### src/rtl/connect4_pkg.sv
// Shared board constants and the drop animator state encoding.
//   ROWS/COLS   : board geometry, row 0 is the top row
//   ROW_W/COL_W : widths of row and column indices
//   state_e     : drop animator FSM states
package connect4_pkg;

  localparam int ROWS  = 6;
  localparam int COLS  = 7;
  localparam int ROW_W = 3;
  localparam int COL_W = 3;

  typedef enum logic [1:0] {
    IDLE = 2'd0,
    FALL = 2'd1,
    LAND = 2'd2
  } state_e;

endpackage

### src/rtl/tick_edge_sync.sv
// Brings the divided slow clock (a plain level) into the system clock domain
// and turns each rising edge into a single-cycle pulse.
//   clk_in     : system clock
//   rst        : synchronous, active-high reset
//   tick_level : divided slow clock, asynchronous level
//   tick_pulse : one-cycle pulse per rising edge of tick_level
module tick_edge_sync (
  input  logic clk_in,
  input  logic rst,
  input  logic tick_level,
  output logic tick_pulse
);

  logic s1_q, s2_q, s3_q;

  // Reset loads the chain as "already high": a level that is high when reset
  // releases is then never mistaken for a fresh edge. A level that is low
  // simply drains through as a falling transition, which is never reported.
  always_ff @(posedge clk_in) begin
    if (rst) begin
      s1_q <= 1'b1;
      s2_q <= 1'b1;
      s3_q <= 1'b1;
    end else begin
      s1_q <= tick_level;
      s2_q <= s1_q;
      s3_q <= s2_q;
    end
  end

  assign tick_pulse = s2_q & ~s3_q;

endmodule

### src/rtl/drop_animator.sv
// Walks a falling token down one board column, one row per slow-tick edge,
// then reports the landing row.
//   clk_in      : system clock (only clock)
//   rst         : synchronous, active-high reset
//   tick_level  : divided slow clock level; rising edges are animation steps
//   start       : drop request, sampled only in IDLE
//   col         : requested column
//   player      : owner of the token
//   col_height  : tokens already in col, valid with start
//   busy        : high in FALL and LAND
//   anim_valid  : high in FALL; anim_row/anim_col/anim_player meaningful
//   anim_row    : current falling-token row
//   anim_col    : latched column
//   anim_player : latched player
//   done        : one-cycle pulse on landing
//   land_row    : landing row, held until the next landing
//   reject      : one-cycle pulse when a request is refused
//   dbg_state   : current FSM state, for observation only
//
// Handshake: start is a single-cycle request with no ready; it is accepted
// or rejected at the edge it is sampled in IDLE and silently dropped while
// busy. done and reject are single-cycle result pulses with no back-pressure.
module drop_animator
  import connect4_pkg::*;
(
  input  logic             clk_in,
  input  logic             rst,
  input  logic             tick_level,
  input  logic             start,
  input  logic [COL_W-1:0] col,
  input  logic             player,
  input  logic [ROW_W-1:0] col_height,
  output logic             busy,
  output logic             anim_valid,
  output logic [ROW_W-1:0] anim_row,
  output logic [COL_W-1:0] anim_col,
  output logic             anim_player,
  output logic             done,
  output logic [ROW_W-1:0] land_row,
  output logic             reject,
  output logic [1:0]       dbg_state
);

  logic tick_pulse;

  tick_edge_sync u_sync (
    .clk_in     (clk_in),
    .rst        (rst),
    .tick_level (tick_level),
    .tick_pulse (tick_pulse)
  );

  state_e           state_q, state_d;
  logic [ROW_W-1:0] row_q, row_d;
  logic [ROW_W-1:0] target_q, target_d;
  logic [COL_W-1:0] col_q, col_d;
  logic             player_q, player_d;
  logic [ROW_W-1:0] land_q, land_d;
  logic             reject_q, reject_d;

  always_ff @(posedge clk_in) begin
    if (rst) begin
      state_q  <= IDLE;
      row_q    <= '0;
      target_q <= '0;
      col_q    <= '0;
      player_q <= 1'b0;
      land_q   <= '0;
      reject_q <= 1'b0;
    end else begin
      state_q  <= state_d;
      row_q    <= row_d;
      target_q <= target_d;
      col_q    <= col_d;
      player_q <= player_d;
      land_q   <= land_d;
      reject_q <= reject_d;
    end
  end

  always_comb begin
    state_d  = state_q;
    row_d    = row_q;
    target_d = target_q;
    col_d    = col_q;
    player_d = player_q;
    land_d   = land_q;
    reject_d = 1'b0;
    unique case (state_q)
      IDLE: begin
        // A tick edge coinciding with an accepted start is dropped on purpose:
        // the token sits at row 0 until the next edge.
        if (start) begin
          if ((col >= COL_W'(COLS)) || (col_height >= ROW_W'(ROWS))) begin
            reject_d = 1'b1;
          end else begin
            col_d    = col;
            player_d = player;
            target_d = ROW_W'(ROWS - 1) - col_height;
            row_d    = '0;
            state_d  = FALL;
          end
        end
      end
      FALL: begin
        if (tick_pulse) begin
          if (row_q == target_q) begin
            // Load land_row on entry to LAND so it is valid alongside done.
            land_d  = target_q;
            state_d = LAND;
          end else begin
            row_d = row_q + ROW_W'(1);
          end
        end
      end
      LAND: begin
        state_d = IDLE;
      end
      default: begin
        state_d = IDLE;
      end
    endcase
  end

  assign busy        = (state_q != IDLE);
  assign anim_valid  = (state_q == FALL);
  assign done        = (state_q == LAND);
  assign anim_row    = row_q;
  assign anim_col    = col_q;
  assign anim_player = player_q;
  assign land_row    = land_q;
  assign reject      = reject_q;
  assign dbg_state   = state_q;

endmodule

### config.mk
export PLATFORM = sky130hd
export DESIGN_NAME = drop_animator
export DESIGN_NICKNAME = d
export VERILOG_FILES = /design/src/rtl/connect4_pkg.sv /design/src/rtl/tick_edge_sync.sv /design/src/rtl/drop_animator.sv
export SDC_FILE = /design/constraint.sdc
export NUM_CORES = 1
export LEC_CHECK = 0
export ABC_AREA = 1
export BUFFER_PORTS_ARGS = -buffer_cell sky130_fd_sc_hd__buf_2
export CAP_MARGIN = 0
export CORE_ASPECT_RATIO = 0.8
export CORE_MARGIN = 5
export CORE_UTILIZATION = 50
export CTS_BUF_LIST = sky130_fd_sc_hd__clkbuf_2 sky130_fd_sc_hd__clkbuf_4 sky130_fd_sc_hd__clkbuf_8
export CTS_CLUSTER_SIZE = 24
export DETAILED_ROUTE_END_ITERATION = 8
export PLACE_DENSITY_LB_ADDON = 0.3
export SLEW_MARGIN = 30
export SYNTH_ARGS = -nofsm -noshare
export SYNTH_HDL_FRONTEND = slang
export SYNTH_SLANG_ARGS = --single-unit
### constraint.sdc
create_clock -name clk_in -period 1.6 [get_ports clk_in]
set_input_delay 0.24 -clock clk_in [delete_from_list [all_inputs] [get_ports clk_in]]
set_output_delay 0.24 -clock clk_in [all_outputs]
set_load 0.01 [all_outputs]
# Word-level counts from Yosys, hierarchy flattened
# Cells that the tools add are included.
# W data, S select, Z words.
[totals] regBits=19 wordCells=47
[op_classes] magnitude_cmp=2 n_eq_ne=8 addsub=2 n_reduce_logical=9 n_mux=11 bitwise_logic=5
[ops] op="$mux W3" n=4
[ops] op="$mux W2" n=4
[ops] op="$ge A3 B3 Y1 const B" n=2
[ops] op="$ne A2 B2 Y1 const B" n=3
[ops] op="$pmux W3 S2" n=1
[ops] op="$reduce_and A3 Y1" n=2
[ops] op="$reduce_and A5 Y1" n=1
[ops] op="$ne A2 B1 Y1 const B" n=2
[ops] op="$not A1 Y1" n=4
[ops] op="$pmux W2 S2" n=1
[ops] op="$reduce_and A4 Y1" n=1
[ops] op="$reduce_bool A2 Y1" n=2
[ops] op="$add A3 B1 Y3 const B" n=1
[ops] op="$eq A3 B3 Y1" n=1
[ops] op="$reduce_or A3 Y1" n=1
[ops] op="$sub A3 B3 Y3 const A" n=1
[ops] op="$eq A2 B1 Y1 const B" n=1
[ops] op="$eq A2 B2 Y1 const B" n=1
[ops] op="$logic_not A2 Y1" n=1
[ops] op="$and A1 B1 Y1" n=1
[ops] op="$logic_or A1 B1 Y1" n=1
[ops] op="$mux W1" n=1

# Depth between registers and ports, before layout
# Gate-level depths: netlist (run 1).
[logic_depth] ltp_word=5 depth_mapped=9 depth_no_buf=9

# Hierarchy
# Synthesis (run 1) repeated with hierarchy kept, for this count alone.
[unflattened] cells_unflattened=112 area_unflattened_um2=874.6
[modules_own_cells] module="drop_animator" cells_each=101 instances=1 area_each_um2=782.0 seq_area_each_um2=320.3
[modules_own_cells] module="tick_edge_sync" cells_each=11 instances=1 area_each_um2=92.6 seq_area_each_um2=60.1

# Worst setup path after synthesis (run 1)
# Ideal clock, no wire load.
[synth_timing] path_kind="register -> register" start="register state_q[0], in the netlist dbg_state[0]" end="register row_q[2], in the netlist anim_row[2]" path_buffers=0 setup_time_ns=0.128 path_slack_ns=0.339 stages_incl_launch_ff=8 arrival_time_ns=1.133 cell_sequence="dfxtp_1 -> inv_1 -> nor2_1 -> nand2_1 -> nand2_1 -> inv_1 -> nand3_1 -> a21oi_1"
[synth_between] elab_chain_len=3
[synth_lines] item="from (decl)" line_no="drop_animator.sv:53" rtl="state_e state_q, state_d;"
[synth_lines] item="from (signal assigned)" line_no="drop_animator.sv:71" rtl="state_q <= state_d;"
[synth_lines] item="$eq A2 B1 Y1 *"
[synth_lines] item="named net anim_valid" line_no="drop_animator.sv:34" rtl="output logic anim_valid,"
[synth_lines] item="$ne A2 B2 Y1 (no source line), or another cell as far along"
[synth_lines] item="$reduce_and A5 Y1 (no source line)"
[synth_lines] item="to (signal assigned)" line_no="drop_animator.sv:72" rtl="row_q <= row_d;"
[synth_lines] item="to (decl)" line_no="drop_animator.sv:54" rtl="logic [ROW_W-1:0] row_q, row_d;"
# The timed path passes the listed nets; every way through them passes the cells marked *.
# A chain may end at the register's enable or synchronous reset.

# Worst setup path after layout (run 1)
[layout_timing] start="register state_q[1], in the netlist dbg_state[1]" end="output port busy"
[layout_between] elab_chain_len=1
[layout_lines] item="$reduce_bool A2 Y1" line_no="drop_animator.sv:125" rtl="assign busy = (state_q != IDLE);"
[layout_lines] item="to (decl)" line_no="drop_animator.sv:33" rtl="output logic busy,"
# Every way passes these cells.

==> results of run 1 <==
stage by stage:
stage | worst slack, ns | instances | hold slack [ns] | util (%)
after floorplan | 0.3391 | 115 | 0.3302 | -
after global placement | 0.2429 | 161 | 0.3908 | 61.54
final | 0.2042 | 165 | 0.1093 | 63.27
after CTS | 0.1966 | 165 | 0.09783 | 63.27
after global routing | 0.08381 | 165 | 0.1038 | 63.27
after detailed placement | 0.2255 | 161 | 0.3968 | 61.54
registers in the layout, indices dropped and copies added (netlist names):
name	cells
anim_row	3
u_sync.s1_q	1
anim_col	3
reject	1
dbg_state	2
land_row	3
anim_player	1
u_sync.s3_q	1
u_sync.s2_q	1
target_q	3
final cells by class:
class | instances | share of cell area (%)
clock inverters | 1 | 0.4963
well taps | 22 | 2.730
multi-input cells | 79 | 38.34
clock buffers | 3 | 2.233
inverters | 15 | 5.583
repair buffers | 26 | 12.90
flip-flops and latches | 19 | 37.72
critical path, cell delays in order, from the launching register on:
cell and delay, ns:
dfxtp_1 0.51, nor2_1 0.13, inv_2 0.09, buf_2 0.13
how the worst min path moves through the flow:
stage	endpoint	slack [ns]	startpoint
final	target_q[0]	0.11	col_height[0]
after global routing	u_sync.s1_q	0.10	tick_level
after CTS	target_q[0]	0.1	col_height[0]
after detailed placement	u_sync.s2_q	0.40	u_sync.s1_q
after global placement	u_sync.s2_q	0.39	u_sync.s1_q
after floorplan	target_q[0]	0.33	col_height[0]
placed cells by master, fill, tap and decap left out, drive strengths merged:
| cell | count |
|---|---|
| dfxtp | 19 |
| nand3 | 5 |
| nand2 | 27 |
| clkbuf | 3 |
| nor3 | 1 |
| or2 | 3 |
| nor4 | 1 |
| ha | 2 |
| buf | 26 |
| inv | 15 |
| clkinv | 1 |
| nor3b | 1 |
| nor2 | 20 |
| o21ai | 8 |
| xnor2 | 1 |
| a21oi | 10 |
layer usage:
metal / track usage [%] / wire length [um] / up-vias
li1: - / - / 418
met1: 16.97 / 822 / 360
met2: 27.36 / 880 / 19
met3: 4.482 / 125 / 2
met4: 8.738 / 12 / 0
met5: 0 / 0 / -
power groups by stage:
stage               registers [W]  logic (W)  clock network [W]
floorplan                0.000536   0.000112                  0
global placement         0.000528   0.000175                  0
detailed placement       0.000530   0.000180                  0
CTS                      0.000519   0.000181           0.000247
global route             0.000523   0.000204           0.000271
finish                   0.000519   0.000180           0.000233
logic make-up after synthesis:
kind of cell	Yosys count	share of synthesized area [%]
AO/OA/AOI/OAI	18	10.84
buffers and inverters	17	7.681
XOR/XNOR	1	1.054
AND/OR/NAND/NOR	58	31.63
flip-flops	19	45.78
adder cells (fa/ha/maj)	2	3.012
==> summary.txt, run 1 <==
cells after synthesis: 115
first-pass GRT wire length: 3008 um
Post-Syn Area: 830.8 um2
post-detailed-routing wire length: 1841 um
Leak: 0.5016 nW
row count: 13
die area: 0.002582 mm2
Worst Skew: 0.004177 ns
Worst Path Arrival: 1.16 ns
Mean Syn Cell Area: 7.224 um2
total CTS buffers: 3
fillers: 169
reg2reg path depth: 9
setup TNS: 0 ns
number of max-cap violations: 0
top-count cell post-synth: nand2_1
# hold bufs at CTS: 0
Fin. Hold Viols: 0
wire per inst: 11.16 um
count of pins over their slew limit: 0
power density over the cells: 924.5 mW/mm2
post-CTS setup buffer count: 0
TritonRoute pass-1 iters: 4
critical path launch point type: flip-flop
kind of critical path: flip-flop to output pin
CP endpoint kind: output pin
Clock Sinks: 19
HP Class: input port to flip-flop
clock power share: 25.0%
DRT iter0 DRCs: 17
number of port buffers: 26
worst path required time: 1.36 ns
FMAX: 716.4 MHz
area leader, netlist: dfxtp_1
vias per inst: 4.842
GRT overflow: 0
Syn-to-layout area delta: 21.39%
Slew @ Worst Pin: 0.3406 ns
final worst path period share: 87.24%
crit path from: dbg_state[1]
GRT Total Usage: 15.39%
status: finished, final reports clean
internal power: 0.0006606 W
Die Span X: 55.58 um
Worst VDD drop: 0.4946 mV
Period minus WS final: 1.396 ns
initial antenna violation count: 0
Synth top area share: 45.78%
number of enable flip-flop cells after synthesis: 0
IO Pins: 27
clk buf depth: 2
RSZ-0062 raised after global routing: false
DRT antenna net count: 0
HPWL Detailed: 1466 um
total power: 0.0009323 W
CTS H-tree lvls: 1
Clock Latency Late Sink: 0.29 ns
sw frac: 29.14%
Clock transition at path regs: 0.10 ns
die height: 46.46 um
Flop pwr share: 55.7%
design area: 0.001008 mm2
WHS Path Cells: 2
CTS tree: built
Seq cells post-synth: 19
Psw: 0.0002717 W
core area: 0.001594 mm2
main flop type after synthesis: dfxtp_1
post-CTS sizing: 0
reg2reg end: land_row[2]
area of the multi-input gates: 386.6 um2
dpl cell area: 980.9 um2
Final nets: 157
DR DRC count: 0
final setup fails: 0
vias in the first global route: 704
Storage cell area: 380.4 um2
post-synthesis async set-or-reset flop share: 0%
post-synthesis sequential area ratio: 45.78%
Logic pwr share: 19.3%
synth unique cells: 19
most common library cells after synthesis: 26 x nand2_1, 19 x dfxtp_1, 18 x nor2_1
R2R setup slack: 0.24 ns
CP Capture Point: busy
Rel. slew slack: 77.08%
yosys warns: 0
largest net degree at the start of global routing: 12
GPL Wtd Cong: 0.8857
start of the worst register-to-register path: anim_row[0]
ranking of synthesized cells by area: dfxtp_1 46%, nand2_1 12%, nor2_1 8.1%, a21oi_1 6.0%, inv_1 5.4%
CTS Root Cell: clkbuf_4
layout cells sized above 1: 27.97%
ANT cells: 0
Post-Syn Nets: 128
Initial Utilization: 52.12%
vias: 799
Max FO, Critical Path: 7
Note: power is estimated with default switching activity, not from simulation.
==> inputs of run 2 (changes only) <==
--- a/config.mk
+++ b/config.mk
@@ -8,7 +8,6 @@
 export ABC_AREA = 1
 export BUFFER_PORTS_ARGS = -buffer_cell sky130_fd_sc_hd__buf_2
 export CAP_MARGIN = 0
-export CORE_ASPECT_RATIO = 0.8
 export CORE_MARGIN = 5
 export CORE_UTILIZATION = 50
 export CTS_BUF_LIST = sky130_fd_sc_hd__clkbuf_2 sky130_fd_sc_hd__clkbuf_4 sky130_fd_sc_hd__clkbuf_8
==> constraint.sdc (replaced) <==
create_clock -name clk_in -period 1.6 [get_ports clk_in]
set_input_delay 0.24 -clock clk_in [delete_from_list [all_inputs] [get_ports clk_in]]
set_output_delay 0.24 -clock clk_in [all_outputs]
set_load 0.005 [all_outputs]
==> run 2 against run 1 <==
- clock-buffer cell count unchanged
- register-to-register slack better by 0.05 ns
- fmax about the same
- first-iteration DRC count fell by 53%
- clock skew shrank 0.00076 ns
- critical path depth unchanged
- hold slack got worse by 0.0091 ns
- sequential share of layout area grew 0.28 points
- worst setup slack better by 0.00090 ns
- critical endpoint unchanged
==> summary.txt, run 2 (synthesis gave the netlist of run 1 again) <==
Die Span X: 50.76 um (-8.7%)
DRT iter0 DRCs: 8 (-9)
setup slack after layout: 0.2051 ns (+0.0009050 ns)
vias in the first global route: 708 (+0.57%)
Worst Path Arrival: 1.15 ns (about the same)
Final nets: 157 (unchanged)
post-CTS sizing: 0 (unchanged)
power density over the cells: 927.4 mW/mm2 (+0.32%)
GPL Wtd Cong: 0.9016 (+1.8%)
CTS H-tree lvls: 1 (unchanged)
HPWL Detailed: 1311 um (-11%)
total CTS buffers: 3 (unchanged)
clk buf depth: 2 (unchanged)
non-filler cells, final: 159 (-3.6%)
RSZ-0062 raised after global routing: false
die height: 50.76 um (+9.3%)
DR DRC count: 0 (unchanged)
row count: 14 (+1)
initial antenna violation count: 0 (unchanged)
vias: 779 (-2.5%)
Syn-to-layout area delta: 20.48%
Fin. Hold Viols: 0 (unchanged)
vias per inst: 4.899 (+1.2%)
GRT Total Usage: 14.30% (-1.1 points)
kind of critical path: flip-flop to output pin
Place WS: 0.2130 ns (-0.01259 ns)
placed insts: 155 (-3.7%)
wire per inst: 10.63 um (-4.7%)
start of the worst register-to-register path: anim_row[0]
Rel. slew slack: 80.04% (+3.0 points)
CTS tree: built
Worst Skew: 0.003420 ns (-0.0007569 ns)
dpl cell area: 973.4 um2 (-0.77%)
ANT cells: 0 (unchanged)
core area: 0.001541 mm2 (-3.3%)
IO Pins: 27 (unchanged)
setup TNS: 0 ns (unchanged)
Max FO, Critical Path: 7 (unchanged)
worst path required time: 1.36 ns (about the same)
Worst VDD drop: 0.6026 mV (+22%)
# hold bufs at CTS: 0 (unchanged)
number of max-cap violations: 0 (unchanged)
R2R setup slack: 0.29 ns (+0.05 ns)
layout cells sized above 1: 27.97% (unchanged)
Leak: 0.5016 nW (unchanged)
critical path launch point type: flip-flop
CP Capture Point: busy
reg2reg end: land_row[2]
post-CTS setup buffer count: 0 (unchanged)
total power: 0.0009283 W (-0.43%)
Clock Sinks: 19 (unchanged)
Slew @ Worst Pin: 0.2991 ns (-0.04153 ns)
CP endpoint kind: output pin
GRT overflow: 0 (unchanged)
Period minus WS final: 1.395 ns (-0.0009050 ns)
die area: 0.002577 mm2 (-0.21%)
reg2reg path depth: 9 (unchanged)
status: finished, final reports clean
TritonRoute pass-1 iters: 4 (unchanged)
largest net degree at the start of global routing: 12 (unchanged)
Clock transition at path regs: 0.11 ns (about the same)
commonest non-fill, non-tap cells in the layout: 26 x nand2_1, 26 x buf_2, 19 x dfxtp_1, 18 x nor2_1, 12 x inv_1
number of port buffers: 26 (unchanged)
CTS Root Cell: clkbuf_4
first-pass GRT wire length: 2904 um (-3.5%)
post-detailed-routing wire length: 1690 um (-8.2%)
final setup fails: 0 (unchanged)
final worst path period share: 87.18% (about the same)
HP Class: input port to flip-flop
count of pins over their slew limit: 0 (unchanged)
Initial Utilization: 53.90% (+1.8 points)
FMAX: 716.9 MHz (about the same)
DRT antenna net count: 0 (unchanged)
design area: 0.001001 mm2 (-0.74%)
Clock Latency Late Sink: 0.30 ns (about the same)
crit path from: dbg_state[1]
## run 2: worst min path at each step
stage | start | to | slack, ns | cells past startpoint
after floorplan | col_height[0] | target_q[0] | 0.33 | 1
after global placement | u_sync.s1_q | u_sync.s2_q | 0.39 | 1
after detailed placement | u_sync.s1_q | u_sync.s2_q | 0.40 | 1
after CTS | col_height[0] | target_q[0] | 0.1 | 2
after global routing | col_height[0] | target_q[0] | 0.08 | 2
final | col_height[0] | target_q[0] | 0.10 | 2
## run 2: layout make-up
class | count | area [um2]
fillers | 128 | 540.5
clock buffers | 3 | 22.52
well taps | 16 | 20.02
clock inverters | 1 | 5.005
repair buffers | 26 | 130.1
flip-flops and latches | 19 | 380.4
multi-input cells | 79 | 386.6
inverters | 15 | 56.30
## run 2: critical path, stage by stage (launching register included)
cell and delay, ns:
dfxtp_1 0.41, nor2_1 0.23, inv_2 0.08, buf_2 0.13
## run 2: power by group
part | switching (W) | internal (W) | leakage, nW
sequential | 0.0000180 | 0.000501 | 0.156
clock | 0.000149 | 0.0000932 | 0.0177
combinational | 0.000101 | 0.0000658 | 0.328
total | 0.000269 | 0.000660 | 0.502
## run 2: metrics by stage
stage               util (%)  hold WS (ns)
CTS                    64.94       0.09687
global route           64.94       0.08331
finish                 64.94        0.1002
detailed placement     63.15        0.4001
floorplan                  -        0.3302
global placement       63.15        0.3924
## run 2: routing by layer
| layer | vias to the layer above | GRT usage, % | part of all wire (%) |
|---|---|---|---|
| met5 | - | 0 | 0 |
| met4 | 0 | 6.383 | 2.0 |
| met3 | 5 | 4.142 | 6.8 |
| met2 | 24 | 23.55 | 45 |
| met1 | 331 | 16.99 | 46 |
| li1 | 419 | - | - |
